### src/rtl/ula_seq.sv
// ula_seq -- multi-cycle WIDTH-bit ULA with a start/busy/done handshake.
//
// Ten operations (NOT, AND, OR, XOR, ADD, SUB, SLR, SRR, MUL, ROL). Operands
// and select are captured when a request is accepted. The result and flags
// are registered at completion and held until the next completion or reset.
// Shifts, rotate and MUL move one bit position per EXEC cycle.
//
// Build option:
//   ULA_SEQ_FAST_MUL_EN  MUL becomes a single-cycle combinational multiply.
//                        When undefined, MUL is an iterative shift-add with
//                        latency WIDTH.
//
// Ports:
//   clk       clock, rising edge
//   rst_n     synchronous active-low reset
//   start     request, taken when the block is free
//   select    opcode (SEL_W bits)
//   a, b      operands (WIDTH bits)
//   s         registered result
//   busy      operation in progress
//   done      one-cycle pulse, s and flags valid
//   zero      s == 0
//   negative  s[WIDTH-1]
//   carry     carry / borrow / shift-out / MUL overflow
//   err       last select was invalid
module ula_seq #(
  parameter int WIDTH = 8,
  parameter int SEL_W = 4
) (
  input  logic             clk,
  input  logic             rst_n,
  input  logic             start,
  input  logic [SEL_W-1:0] select,
  input  logic [WIDTH-1:0] a,
  input  logic [WIDTH-1:0] b,
  output logic [WIDTH-1:0] s,
  output logic             busy,
  output logic             done,
  output logic             zero,
  output logic             negative,
  output logic             carry,
  output logic             err
);

  localparam int CW = $clog2(WIDTH);
  localparam logic [WIDTH-1:0] W_V     = WIDTH'(WIDTH);
  localparam logic [CW-1:0]    LAT_MUL = CW'(WIDTH - 1);

  localparam logic [SEL_W-1:0] OP_NOT = SEL_W'(0);
  localparam logic [SEL_W-1:0] OP_AND = SEL_W'(1);
  localparam logic [SEL_W-1:0] OP_OR  = SEL_W'(2);
  localparam logic [SEL_W-1:0] OP_XOR = SEL_W'(3);
  localparam logic [SEL_W-1:0] OP_ADD = SEL_W'(4);
  localparam logic [SEL_W-1:0] OP_SUB = SEL_W'(5);
  localparam logic [SEL_W-1:0] OP_SLR = SEL_W'(6);
  localparam logic [SEL_W-1:0] OP_SRR = SEL_W'(7);
  localparam logic [SEL_W-1:0] OP_MUL = SEL_W'(8);
  localparam logic [SEL_W-1:0] OP_ROL = SEL_W'(9);

  typedef enum logic {IDLE, EXEC} state_t;
  state_t state_q, state_d;

  logic             accept, finish;
  logic [SEL_W-1:0] op_q;
  logic [WIDTH-1:0] a_q, b_q;
  logic [CW-1:0]    cnt_q;
  logic             step_q;       // op advances one bit every EXEC cycle
  logic [WIDTH-1:0] w_q, w_nx;    // shift/rotate value, or MUL multiplier
  logic             cry_q, cry_nx;
  logic [2*WIDTH-1:0] acc_q, acc_nx, mc_q, mc_nx;

  // Accept-time decode. These are exactly the values being latched, so the
  // latency and b >= WIDTH test are decided on the captured operands.
  logic             big;
  logic [CW-1:0]    rot, lat_m1;
  logic             step_en;
  logic [WIDTH-1:0] w_init;

  always_comb begin
    big     = (b >= W_V);
    rot     = b[CW-1:0];
    lat_m1  = '0;
    step_en = 1'b0;
    w_init  = a;
    case (select)
      OP_SLR, OP_SRR: begin
        if (big) w_init = '0;
        else if (b != '0) begin
          lat_m1  = CW'(b - WIDTH'(1));
          step_en = 1'b1;
        end
      end
      OP_ROL: begin
        if (rot != '0) begin
          lat_m1  = rot - CW'(1);
          step_en = 1'b1;
        end
      end
      OP_MUL: begin
`ifndef ULA_SEQ_FAST_MUL_EN
        lat_m1  = LAT_MUL;
        step_en = 1'b1;
        w_init  = b;
`endif
      end
      default: ;
    endcase
  end

  // FSM. The final EXEC cycle may take the next request directly, which lets
  // single-cycle ops stream one result per clock with start held high.
  always_comb begin
    state_d = state_q;
    accept  = 1'b0;
    finish  = 1'b0;
    case (state_q)
      IDLE: if (start) begin
        accept  = 1'b1;
        state_d = EXEC;
      end
      EXEC: if (cnt_q == '0) begin
        finish = 1'b1;
        if (start) begin
          accept  = 1'b1;
          state_d = EXEC;
        end else begin
          state_d = IDLE;
        end
      end
      default: state_d = IDLE;
    endcase
  end

  always_ff @(posedge clk) begin
    if (!rst_n) state_q <= IDLE;
    else        state_q <= state_d;
  end

  assign busy = (state_q == EXEC);

  // One bit-step of the iterative ops.
  always_comb begin
    w_nx   = w_q;
    cry_nx = cry_q;
    acc_nx = acc_q;
    mc_nx  = mc_q;
    if (step_q) begin
      case (op_q)
        OP_SLR: begin
          cry_nx = w_q[WIDTH-1];
          w_nx   = {w_q[WIDTH-2:0], 1'b0};
        end
        OP_SRR: begin
          cry_nx = w_q[0];
          w_nx   = {1'b0, w_q[WIDTH-1:1]};
        end
        OP_ROL: w_nx = {w_q[WIDTH-2:0], w_q[WIDTH-1]};
        OP_MUL: begin
          acc_nx = acc_q + (w_q[0] ? mc_q : '0);
          mc_nx  = {mc_q[2*WIDTH-2:0], 1'b0};
          w_nx   = {1'b0, w_q[WIDTH-1:1]};
        end
        default: ;
      endcase
    end
  end

`ifdef ULA_SEQ_FAST_MUL_EN
  logic [2*WIDTH-1:0] prod;
  assign prod = {{WIDTH{1'b0}}, a_q} * {{WIDTH{1'b0}}, b_q};
`endif

  // Result at completion; iterative ops include their final step here.
  logic [WIDTH-1:0] res;
  logic             res_c, res_err;

  always_comb begin
    res     = '0;
    res_c   = 1'b0;
    res_err = 1'b0;
    case (op_q)
      OP_NOT: res = ~b_q;
      OP_AND: res = a_q & b_q;
      OP_OR:  res = a_q | b_q;
      OP_XOR: res = a_q ^ b_q;
      OP_ADD: {res_c, res} = {1'b0, a_q} + {1'b0, b_q};
      OP_SUB: begin
        res   = a_q - b_q;
        res_c = (a_q < b_q);
      end
      OP_SLR, OP_SRR: begin
        res   = w_nx;
        res_c = cry_nx;
      end
      OP_ROL: res = w_nx;
      OP_MUL: begin
`ifdef ULA_SEQ_FAST_MUL_EN
        res   = prod[WIDTH-1:0];
        res_c = |prod[2*WIDTH-1:WIDTH];
`else
        res   = acc_nx[WIDTH-1:0];
        res_c = |acc_nx[2*WIDTH-1:WIDTH];
`endif
      end
      default: res_err = 1'b1;
    endcase
  end

  always_ff @(posedge clk) begin
    if (!rst_n) begin
      s        <= '0;
      done     <= 1'b0;
      zero     <= 1'b0;
      negative <= 1'b0;
      carry    <= 1'b0;
      err      <= 1'b0;
      op_q     <= '0;
      a_q      <= '0;
      b_q      <= '0;
      cnt_q    <= '0;
      step_q   <= 1'b0;
      w_q      <= '0;
      cry_q    <= 1'b0;
      acc_q    <= '0;
      mc_q     <= '0;
    end else begin
      done <= finish;
      if (finish) begin
        s        <= res;
        zero     <= (res == '0);
        negative <= res[WIDTH-1];
        carry    <= res_c;
        err      <= res_err;
      end
      if (accept) begin
        op_q   <= select;
        a_q    <= a;
        b_q    <= b;
        cnt_q  <= lat_m1;
        step_q <= step_en;
        w_q    <= w_init;
        cry_q  <= 1'b0;
        acc_q  <= '0;
        mc_q   <= {{WIDTH{1'b0}}, a};
      end else if (state_q == EXEC) begin
        cnt_q <= cnt_q - CW'(1);
        w_q   <= w_nx;
        cry_q <= cry_nx;
        acc_q <= acc_nx;
        mc_q  <= mc_nx;
      end
    end
  end

endmodule

### config.mk
export PLATFORM = sky130hd
export DESIGN_NAME = ula_seq
export DESIGN_NICKNAME = d
export VERILOG_FILES = /design/src/rtl/ula_seq.sv
export SDC_FILE = /design/constraint.sdc
export NUM_CORES = 1
export LEC_CHECK = 0
export BUFFER_PORTS_ARGS = -buffer_cell sky130_fd_sc_hd__buf_2
export CAP_MARGIN = 10
export CELL_PAD_IN_SITES_DETAIL_PLACEMENT = 0
export CELL_PAD_IN_SITES_GLOBAL_PLACEMENT = 1
export CORE_ASPECT_RATIO = 0.7
export CORE_MARGIN = 2
export CORE_UTILIZATION = 35
export DETAILED_ROUTE_END_ITERATION = 10
export PLACE_DENSITY_LB_ADDON = 0.1
export SLEW_MARGIN = 20
export SYNTH_ARGS = -nofsm -noshare
export SYNTH_HDL_FRONTEND = slang
export SYNTH_SLANG_ARGS = --single-unit
### constraint.sdc
create_clock -name clk -period 4.12 [get_ports clk]
set_clock_uncertainty 0.15 [all_clocks]
set_input_delay 0.824 -clock clk [delete_from_list [all_inputs] [get_ports clk]]
set_output_delay 0.824 -clock clk [all_outputs]
set_load 0.01 [all_outputs]
==> impl_metrics.toml <==
[critical_path]
crit_path_start_kind = "register"
path_class = "register to register"
crit_path_max_fanout = 20
r2r_slack_ns = 0.75
r2r_start = "w_q[0]"
crit_arrival_ns = 3.44
reg2reg_depth = 11
r2r_end = "carry"
end_kind = "register"
required_ns = 4.18

[pwr]
power_w = 0.00208
vdd_drop_max_mv = 0.191
cellPowerDensity_nw_per_um2 = 324
cellLeakagePower_nw = 2.53

[sta]
setup_slack_ns = 0.746
drv_slew = 0
rsz0062_at_grt = "no"
fin_setup_tns_ns = 0
final_hold_viol_count = 0
clock.fmax_ghz = 0.296
fin_crit_ns = 3.37
slew_headroom_pct = 34.2
setup_viol = 0
finalCritPeriodShare_pct = 81.9
worst_slew_pin_slew_ns = 0.985
whs_ns = 0.299

[global_route]
gr-usage-all-layers_pct = 22.9
grt_pass1_wl_um = 30800
grt_max_degree = 43
antenna_found_initial = 0
overflow = 0
grt_pass1_vias = 5301

[drt]
ant_nets = 0
wl_per_cell_um = 19.8
routed_wl_um = 19500
vias_per_cell = 5.76
num_vias = 5686
route.detailed.drc = 0
first_iter_violations = 551
dr.pass1.iters = 5

[die]
pin_count = 37
die_h_um = 112
core_sq_um = 16300
rows = 39
start_util_pct = 35.6
dieArea_sq_um = 17700
die_w_um = 158

[synthesis]
synthesis.area_sq_um = 5810
syn-num-nets = 820
ys.flop_type = "dfxtp_1"
ys_seq_area_share_pct = 26.9
ys_ff_latch = 78
postSynthAreaPerCell_sq_um = 7.74
synth.distinct_cells = 77
async_flop_share_pct = 0
synth_edf_count = 0
postSynthCellCount = 751
ys_warn_count = 0

[flow_run]
drv_cap = 0

[worst_hold_path]
hold_end = "err"
min_path_type = "register to register"
whs_path_depth = 2
hold_path.startpoint = "err"

[outcome]
status = "completed"

[cts]
cts_setup_buffers = 0
cts_resized = 0
clkTransAtPathRegs_ns = 0.06
cts_made_buffers = 9
h-tree-depth = 3
cts_tree = "done"
clock-root-buffer = "clkbuf_16"
clock-sinks = 78
cts_hold_buffers = 0
insertion_delay_ns = 0.35
cts.path.max_buffers = 2

[final_layout]
n_fill_cell = 1738
areaGrowthSynthToFinish_pct = 10.6
antenna-diode-count = 0
final_cell_area_sq_um = 6420
layout-drive-gt1-share_pct = 12.1
seqCellArea_sq_um = 1560
multiInputGateArea_sq_um = 3860
finalNetCount = 828

[place]
gp_congestion = 0.898
pre_cts_slack_ns = 0.820
placed_area_sq_um = 6130
io_buffer_count = 36
hpwl_um = 15000
## where the power goes
| group | internal, W | switching [W] |
|---|---|---|
| Sequential | 0.000793 | 0.0000581 |
| Clock | 0.000497 | 0.000322 |
| Combinational | 0.000162 | 0.000248 |
| Total | 0.00145 | 0.000628 |
## worst max-delay path by stage
stage / to / from / depth (start not counted)
2_1_floorplan: zero / w_q[0] / 12
3_3_place_gp: zero / w_q[0] / 10
3_5_place_dp: carry / w_q[0] / 11
4_1_cts: carry / w_q[0] / 11
5_1_grt: carry / w_q[0] / 11
6_report: carry / w_q[0] / 11
## worst max-delay path: stages (launching register included)
cell and delay [ns]:
dfxtp_1 0.66, and2_1 0.22, ha_1 0.19, inv_1 0.06, fa_1 0.41, nor2b_1 0.21
o2111ai_1 0.23, a31oi_1 0.28, xnor2_1 0.19, o21ai_0 0.15, o311ai_0 0.34, o211ai_1 0.14
## final cells by class
cell class                      count  share of cell area [%]
Tap cell                          225                    4.38
Inverter                           44                    2.57
Clock inverter                      3                   0.682
Timing Repair Buffer               47                    4.09
Clock buffer                       11                    3.93
Multi-Input combinational cell    579                    60.0
Sequential cell                    78                    24.3
## kinds of logic after synthesis
| family | synth area share (%) |
|---|---|
| fa+ha+maj | 10.3 |
| mux | 3.02 |
| flops | 26.9 |
| simple gates | 21.6 |
| compound gates | 28.8 |
| xor+xnor | 2.71 |
| buf+inv | 6.74 |
## Yosys cell counts, drive strengths merged, types with 4 or more instances
cell     number  area share (%)
buf          15             1.6
o211ai       12             1.6
or2           6            0.65
mux2i         4            0.69
o311ai        4            0.60
a211oi       10             1.3
nand4         5            0.54
o21a          4            0.52
o221a         6             1.2
a221o         8             1.4
xor2          4            0.60
a21oi        93             8.0
xnor2        14             2.1
o21ai        27             2.3
or3           5            0.54
o2111ai       5            0.75
nand3        10            0.95
nand2b        7            0.75
nand2       110             7.1
dfxtp        78              27
and2         19             2.0
a31oi         4            0.43
a311oi        6            0.90
nor3         16             1.4
nor4          4            0.43
nor2         59             3.8
a221oi       12             2.0
clkbuf       35             2.3
a21o          9             1.3
mux4          5             1.9
inv          43             2.8
nor4b         4            0.60
a22oi        10             1.3
ha           43             9.3
## layout by cell type (no fill, tap or decap), types with 5 or more instances in the layout
cell / n
a211oi_1: 10
a21o_1: 8
a21oi_1: 93
a221o_1: 8
a221oi_1: 10
a22oi_1: 10
a311oi_1: 6
and2_1: 17
buf_2: 36
buf_4: 11
clkbuf_16: 9
dfxtp_1: 78
ha_1: 43
inv_1: 43
mux4_2: 5
nand2_1: 110
nand2b_1: 7
nand3_1: 9
nand4_1: 5
nor2_1: 59
nor3_1: 16
o2111ai_1: 5
o211ai_1: 11
o21ai_0: 25
o221a_2: 6
or2_2: 5
or3_1: 5
xnor2_1: 14
## sequential cells by signal, summed over array words and instances, names as in the netlist, 3 cells and up
signal and count:
acc_q 16, mc_q 16, a_q 8, b_q 8, s 8, w_q 8, op_q 4, cnt_q 3
## per-layer routing
| layer | GRT usage [%] | up-vias | share of wire, % |
|---|---|---|---|
| met4 | 4.02 | 0 | 0.98 |
| li1 | - | 2734 | - |
| met1 | 37.6 | 2719 | 54 |
| met5 | 0 | - | 0 |
| met2 | 29.4 | 217 | 38 |
| met3 | 5.57 | 16 | 7.3 |
## metrics by stage
step / instances / util (%)
after floorplan: 751 / -
after global placement: 973 / 37.6
after detailed placement: 973 / 37.6
after CTS: 987 / 39.4
after global routing: 987 / 39.4
final: 987 / 39.4
Note: power is estimated with default switching activity, not from simulation.
